$ cat config.mk
export PLATFORM = sky130hd
export DESIGN_NAME = fifo_push_arbiter
export DESIGN_NICKNAME = d
export VERILOG_FILES = /design/src/rtl/fifo_push_arbiter.sv
export SDC_FILE = /design/constraint.sdc
export NUM_CORES = 1
export LEC_CHECK = 0
export ABC_AREA = 1
export CORE_MARGIN = 2
export CORE_UTILIZATION = 45
export CTS_CLUSTER_SIZE = 12
export DETAILED_ROUTE_END_ITERATION = 12
export PLACE_DENSITY_LB_ADDON = 0.25
export SETUP_SLACK_MARGIN = 0.3
export SYNTH_ARGS = -nofsm -noshare
export SYNTH_HDL_FRONTEND = slang
export SYNTH_SLANG_ARGS = --single-unit
$ cat constraint.sdc
create_clock -name clock -period 2.23 [get_ports clock]
set_input_delay 0.669 -clock clock [delete_from_list [all_inputs] [get_ports clock]]
set_output_delay 0.669 -clock clock [all_outputs]
set_load 0.05 [all_outputs]
$ cat src/rtl/fifo_push_arbiter.sv
// Round-robin arbiter sharing one FIFO write port between requesters A and B,
// with a clear-then-guard flush sequence that blocks grants while active.
module fifo_push_arbiter #(
  parameter int DATA_WIDTH  = 8,
  parameter int HOLD_CYCLES = 4,
  parameter int CNT_WIDTH   = 16
) (
  input  logic                  clock,
  input  logic                  reset,
  input  logic                  req_a,
  input  logic [DATA_WIDTH-1:0] data_a,
  output logic                  ack_a,
  input  logic                  req_b,
  input  logic [DATA_WIDTH-1:0] data_b,
  output logic                  ack_b,
  input  logic                  flush_req,
  output logic                  flush_busy,
  output logic                  flush_done,
  input  logic                  fifo_full,
  output logic                  fifo_enQ,
  output logic [DATA_WIDTH-1:0] fifo_data,
  output logic                  fifo_clear,
  output logic [CNT_WIDTH-1:0]  push_count
);

  localparam int HW = (HOLD_CYCLES > 1) ? $clog2(HOLD_CYCLES) : 1;
  localparam logic [HW-1:0] HOLD_LAST = HW'(HOLD_CYCLES - 1);

  typedef enum logic [1:0] {
    IDLE  = 2'd0,
    FLUSH = 2'd1,
    HOLD  = 2'd2
  } state_t;

  state_t                state_q, state_d;
  logic                  prio_q, prio_d;   // 0: A has priority, 1: B
  logic [HW-1:0]         hold_q, hold_d;
  logic [CNT_WIDTH-1:0]  push_count_q, push_count_d;

  logic grant_ok, gnt_a, gnt_b;

  // flush_req outranks any pending request in the same cycle
  assign grant_ok = !reset && (state_q == IDLE) && !flush_req && !fifo_full;
  assign gnt_a    = grant_ok && req_a && (!req_b || !prio_q);
  assign gnt_b    = grant_ok && req_b && (!req_a ||  prio_q);

  always_comb begin
    state_d      = state_q;
    prio_d       = prio_q;
    hold_d       = hold_q;
    push_count_d = push_count_q;
    if (gnt_a) prio_d = 1'b1;
    if (gnt_b) prio_d = 1'b0;
    if (gnt_a || gnt_b) push_count_d = push_count_q + CNT_WIDTH'(1);
    case (state_q)
      IDLE: begin
        if (flush_req) state_d = FLUSH;
      end
      FLUSH: begin
        state_d = HOLD;
        hold_d  = '0;
      end
      HOLD: begin
        if (hold_q == HOLD_LAST) begin
          state_d = IDLE;
          hold_d  = '0;
        end else begin
          hold_d = hold_q + HW'(1);
        end
      end
      default: begin
        state_d = IDLE;
        hold_d  = '0;
      end
    endcase
  end

  always_ff @(posedge clock) begin
    if (reset) begin
      state_q      <= IDLE;
      prio_q       <= 1'b0;
      hold_q       <= '0;
      push_count_q <= '0;
    end else begin
      state_q      <= state_d;
      prio_q       <= prio_d;
      hold_q       <= hold_d;
      push_count_q <= push_count_d;
    end
  end

  // Everything is forced low while reset is held, including state-derived flags
  assign ack_a      = gnt_a;
  assign ack_b      = gnt_b;
  assign fifo_enQ   = gnt_a || gnt_b;
  assign fifo_data  = gnt_a ? data_a : (gnt_b ? data_b : '0);
  assign fifo_clear = !reset && (state_q == FLUSH);
  assign flush_busy = !reset && (state_q != IDLE);
  assign flush_done = !reset && (state_q == HOLD) && (hold_q == HOLD_LAST);
  assign push_count = reset ? '0 : push_count_q;

endmodule

==> results of run 1 <==
## cell usage after synthesis (2+ instances only)
library cell	count
nand2_1	61
nor2_1	44
inv_1	25
nand3_1	23
dfxtp_1	21
a21oi_1	10
a21oi_2	9
nand2_2	8
nand4_1	5
clkbuf_1	3
clkinv_1	2
ha_1	2
nand2_4	2
o21ai_0	2
xor2_1	2
## cell families after synthesis
logic type      after synthesis  share of synthesized area [%]
simple gates                148                          47.58
buf+inv                      33                          10.29
flops                        21                          29.07
fa+ha+maj                     2                          1.730
xor+xnor                      2                          1.211
compound gates               22                          10.12
## routing by layer
layer	track usage, %	overflow
met1	66.54	0
met2	91.09	21
met3	41.79	0
met4	78.26	15
met5	0	0
## repair_timing
item,CTS
gates cloned,4
setup endpoints to repair,46
pin swaps,28
setup buffers,9
resized for setup,69
## per-stage QoR
step,worst slack (ns),setup TNS (ns),instances
detailed placement,-0.3423,-5.300,327
global placement,-0.2857,-3.481,327
floorplan,0.08366,0,228
CTS,-0.02232,-0.08895,344
==> results_dict.tcl, run 1 <==
set metrics [dict create \
    synth_top_area_share_pct 29.07 \
    chipWidth_um 60.70 \
    yosys.area.top_type "dfxtp_1" \
    error "[ERROR GRT-0232] Routing congestion too high. Check the congestion heatmap in the GUI." \
    grt_usage_pct 68.07 \
    clock_sinks 21 \
    status "aborted with a tool error" \
    cts_max_level 1 \
    stop_stage "global routing" \
    dp_hpwl_um 3312 \
    worst_path_end_type "output port" \
    synth.avg_cell_area_um2 6.344 \
    synthCells 228 \
    grt_max_degree 25 \
    grt_overflow 36 \
    dpl_cell_area_mm2 0.002512 \
    num_rows 20 \
    synth_edf_count 0 \
    clockRootBuffer "clkbuf_4" \
    synth_flop_cell "dfxtp_1" \
    numCtsBuffers 3 \
    synthArstFlopShare_pct 0 \
    cts_max_path_buffers 2 \
    cts_hold_buf 0 \
    worst_endpoint "fifo_data[3]" \
    ys_ff_latch 21 \
    syn-num-nets 252 \
    ys_top_cells_by_area "dfxtp_1 (29%), nand2_1 (16%), nor2_1 (11%)" \
    gp_congestion 0.9024 \
    chipHeight_um 60.70 \
    syn_area_mm2 0.001446 \
    portBuffers 51 \
    ioPinCount 52 \
    start_util_pct 47.38 \
    synth_cell_type_count 24 \
    yosysSeqAreaShare_pct 29.07 \
    yosys_warnings 0 \
]
==> inputs of run 2 (changes only) <==
--- a/config.mk
+++ b/config.mk
@@ -7,11 +7,9 @@
 export LEC_CHECK = 0
 export ABC_AREA = 1
 export CORE_MARGIN = 2
-export CORE_UTILIZATION = 45
-export CTS_CLUSTER_SIZE = 12
+export CORE_UTILIZATION = 40
 export DETAILED_ROUTE_END_ITERATION = 12
-export PLACE_DENSITY_LB_ADDON = 0.25
-export SETUP_SLACK_MARGIN = 0.3
+export PLACE_DENSITY_LB_ADDON = 0.15
 export SYNTH_ARGS = -nofsm -noshare
 export SYNTH_HDL_FRONTEND = slang
 export SYNTH_SLANG_ARGS = --single-unit
==> run 2 against run 1 <==
Against the previous run: the run now ends clean; synthesized cell count is the same; area after synthesis unchanged.
==> results_dict.tcl, run 2 <==
set metrics [dict create \
    synth_top_area_share_pct 29.07 \
    synth_common_cells "nand2_1 (61), nor2_1 (44), inv_1 (25)" \
    yosys_warnings 0 \
    finClkSkew_ns 0.001471 \
    remaining_drc_errors 0 \
    final_layout_size_suffix_gt1_share_pct 38.31 \
    stdcell_count 341 \
    clock_sinks 21 \
    cap_violations 0 \
    cp-endpoint "fifo_data[6]" \
    reg2reg_slack_ns 0.51 \
    largest_reg_flops 16 \
    cts_max_path_buffers 2 \
    wl_met2_um 2298 \
    final_util_pct 76.81 \
    ant_nets 0 \
    p_leak_uw 0.001120 \
    grt_usage_pct 23.32 \
    grt_overflow 0 \
    r2r_start "state_q[1]" \
    syn-num-nets 252 \
    rsz0062_at_grt "true" \
    ys_top_cells_by_area "dfxtp_1 (29%), nand2_1 (16%), nor2_1 (11%)" \
    crit_type "primary input to primary output" \
    mostFrequentLayoutCell "nor2_1" \
    first_global_vias 1585 \
    numCtsBuffers 3 \
    synth.most_common_cell "nand2_1" \
    yosysSeqAreaShare_pct 29.07 \
    fmax_mhz 449.8 \
    die_area_mm2 0.004113 \
    grt_pass1_wl_um 7396 \
    yosys.area.top_type "dfxtp_1" \
    power.density_mw_per_mm2 299.7 \
    syn_area_mm2 0.001446 \
    cp-start-kind "primary input" \
    synthCells 228 \
    dp.cells 331 \
    top_register "push_count_q" \
    critPathLaunch "flush_req" \
    arrival_ns 1.55 \
    synth_flop_cell "dfxtp_1" \
    chipWidth_um 64.13 \
    rr_endpoint "push_count_q[1]" \
    via_per_inst 4.894 \
    tightestPinTransition_ns 0.3716 \
    wl_met1_um 1766 \
    syn_to_final_growth_pct 81.40 \
    synth_cell_type_count 24 \
    tns_ns 0 \
    clockRootBuffer "clkbuf_4" \
    nets 320 \
    insertion_delay_ns 0.32 \
    cts_tree "done" \
    cts_hold_buf 0 \
    highest_layer "met4" \
    fin_hold_ws_ns 0.4881 \
    worstPathRequired_ns 1.56 \
    fin_crit_ns 2.223 \
    met3_wirelength_um 405 \
    hp-class "flop to flop" \
    n_antenna_cell 0 \
    reg2reg_depth 9 \
    worstPathMaxFanout 5 \
    relSlewSlack_pct 75.13 \
    status "completed" \
    core-area_mm2 0.003416 \
    synth.avg_cell_area_um2 6.344 \
    maxSlewViolCount 0 \
    peakVddDrop_mv 0.1983 \
    wire_per_inst_um 13.48 \
    cts_max_level 1 \
    routed_wirelength_um 4596 \
    dp_hpwl_um 2825 \
    grt_max_degree 25 \
    antenna_found_initial 0 \
    portBuffers 51 \
    firstDrtPassIters 5 \
    post-route-period-util_pct 99.70 \
    num_rows 21 \
    reg.largest.list "push_count_q (16), hold_q (2), state_q (2)" \
    setup_violations 0 \
    gp_congestion 0.8267 \
    vias 1669 \
    synth_edf_count 0 \
    hold_violations 0 \
    synthArstFlopShare_pct 0 \
    ioPinCount 52 \
    clkTransAtPathRegs_ns 0.12 \
    drt_iter0_markers 124 \
    end_kind "primary output" \
    layout_common_cells "nor2_1 (44), nand2_1 (35), nand2_4 (23), nand3_1 (23)" \
    ys_ff_latch 21 \
    start_util_pct 42.34 \
    chipHeight_um 64.13 \
]
-- run 2: what timing repair did --
action / 4_1_cts / 5_1_grt
gates resized for setup: 75 / 3
buffers inserted: 4 / 0
cloned: 2 / 0
pin swaps: 11 / 6
endpoints found under the setup margin: 30 / 12
-- run 2: power breakdown --
part	total (uW)	internal, uW	switching (uW)
registers	387	381	5.80
logic	208	95.0	113
clock network	192	67.3	125
total	786	543	243
-- run 2: layout make-up --
type                            count  area, um2
Tap cell                           46      57.56
Inverter                           27      126.4
Timing Repair Buffer               67      899.6
Fill cell                         224      792.0
Clock inverter                      1      5.005
Timing Repair inverter              2      25.02
Sequential cell                    21      425.4
Clock buffer                        3      22.52
Multi-Input combinational cell    174       1062
-- run 2: worst max-delay path: stages --
cell      delay [ns]
buf_2           0.10
inv_2           0.06
nand2_4         0.06
nor2_8          0.13
nand3_4         0.14
clkinv_4        0.12
nand2_4         0.06
nand2_4         0.06
buf_8           0.14
-- run 2: cell families after synthesis --
logic type / after synthesis / synth area share [%]
buffers and inverters: 33 / 10.29
and+or+nand+nor: 148 / 47.58
AOI/OAI and AO/OA: 22 / 10.12
DFF: 21 / 29.07
xor gates and xnor gates: 2 / 1.211
adders and majority gates: 2 / 1.730
-- run 2: worst min path at each step --
stage	depth (start not counted)	from	to
final	2	hold_q[1]	hold_q[1]
after global routing	2	hold_q[1]	hold_q[1]
after CTS	2	hold_q[1]	hold_q[1]
after detailed placement	2	hold_q[0]	hold_q[0]
after global placement	2	hold_q[0]	hold_q[0]
after floorplan	2	hold_q[0]	hold_q[0]
-- run 2: routing by layer --
metal / up-vias / global-route usage, %
li1: 854 / -
met1: 725 / 27.66
met2: 80 / 38.93
met3: 10 / 7.218
met4: 0 / 9.574
met5: - / 0
-- run 2: through the flow --
step	area (um2)	setup WS, ns	total power, uW
4_1_cts	2611	-0.04307	784.8
2_1_floorplan	1539	-0.1800	487.5
3_3_place_gp	2350	-0.3563	566.0
5_1_grt	2624	-0.06005	821.6
6_report	2624	0.006739	786.2
3_5_place_dp	2350	-0.3855	569.0
(Power assumes the default switching activity.)
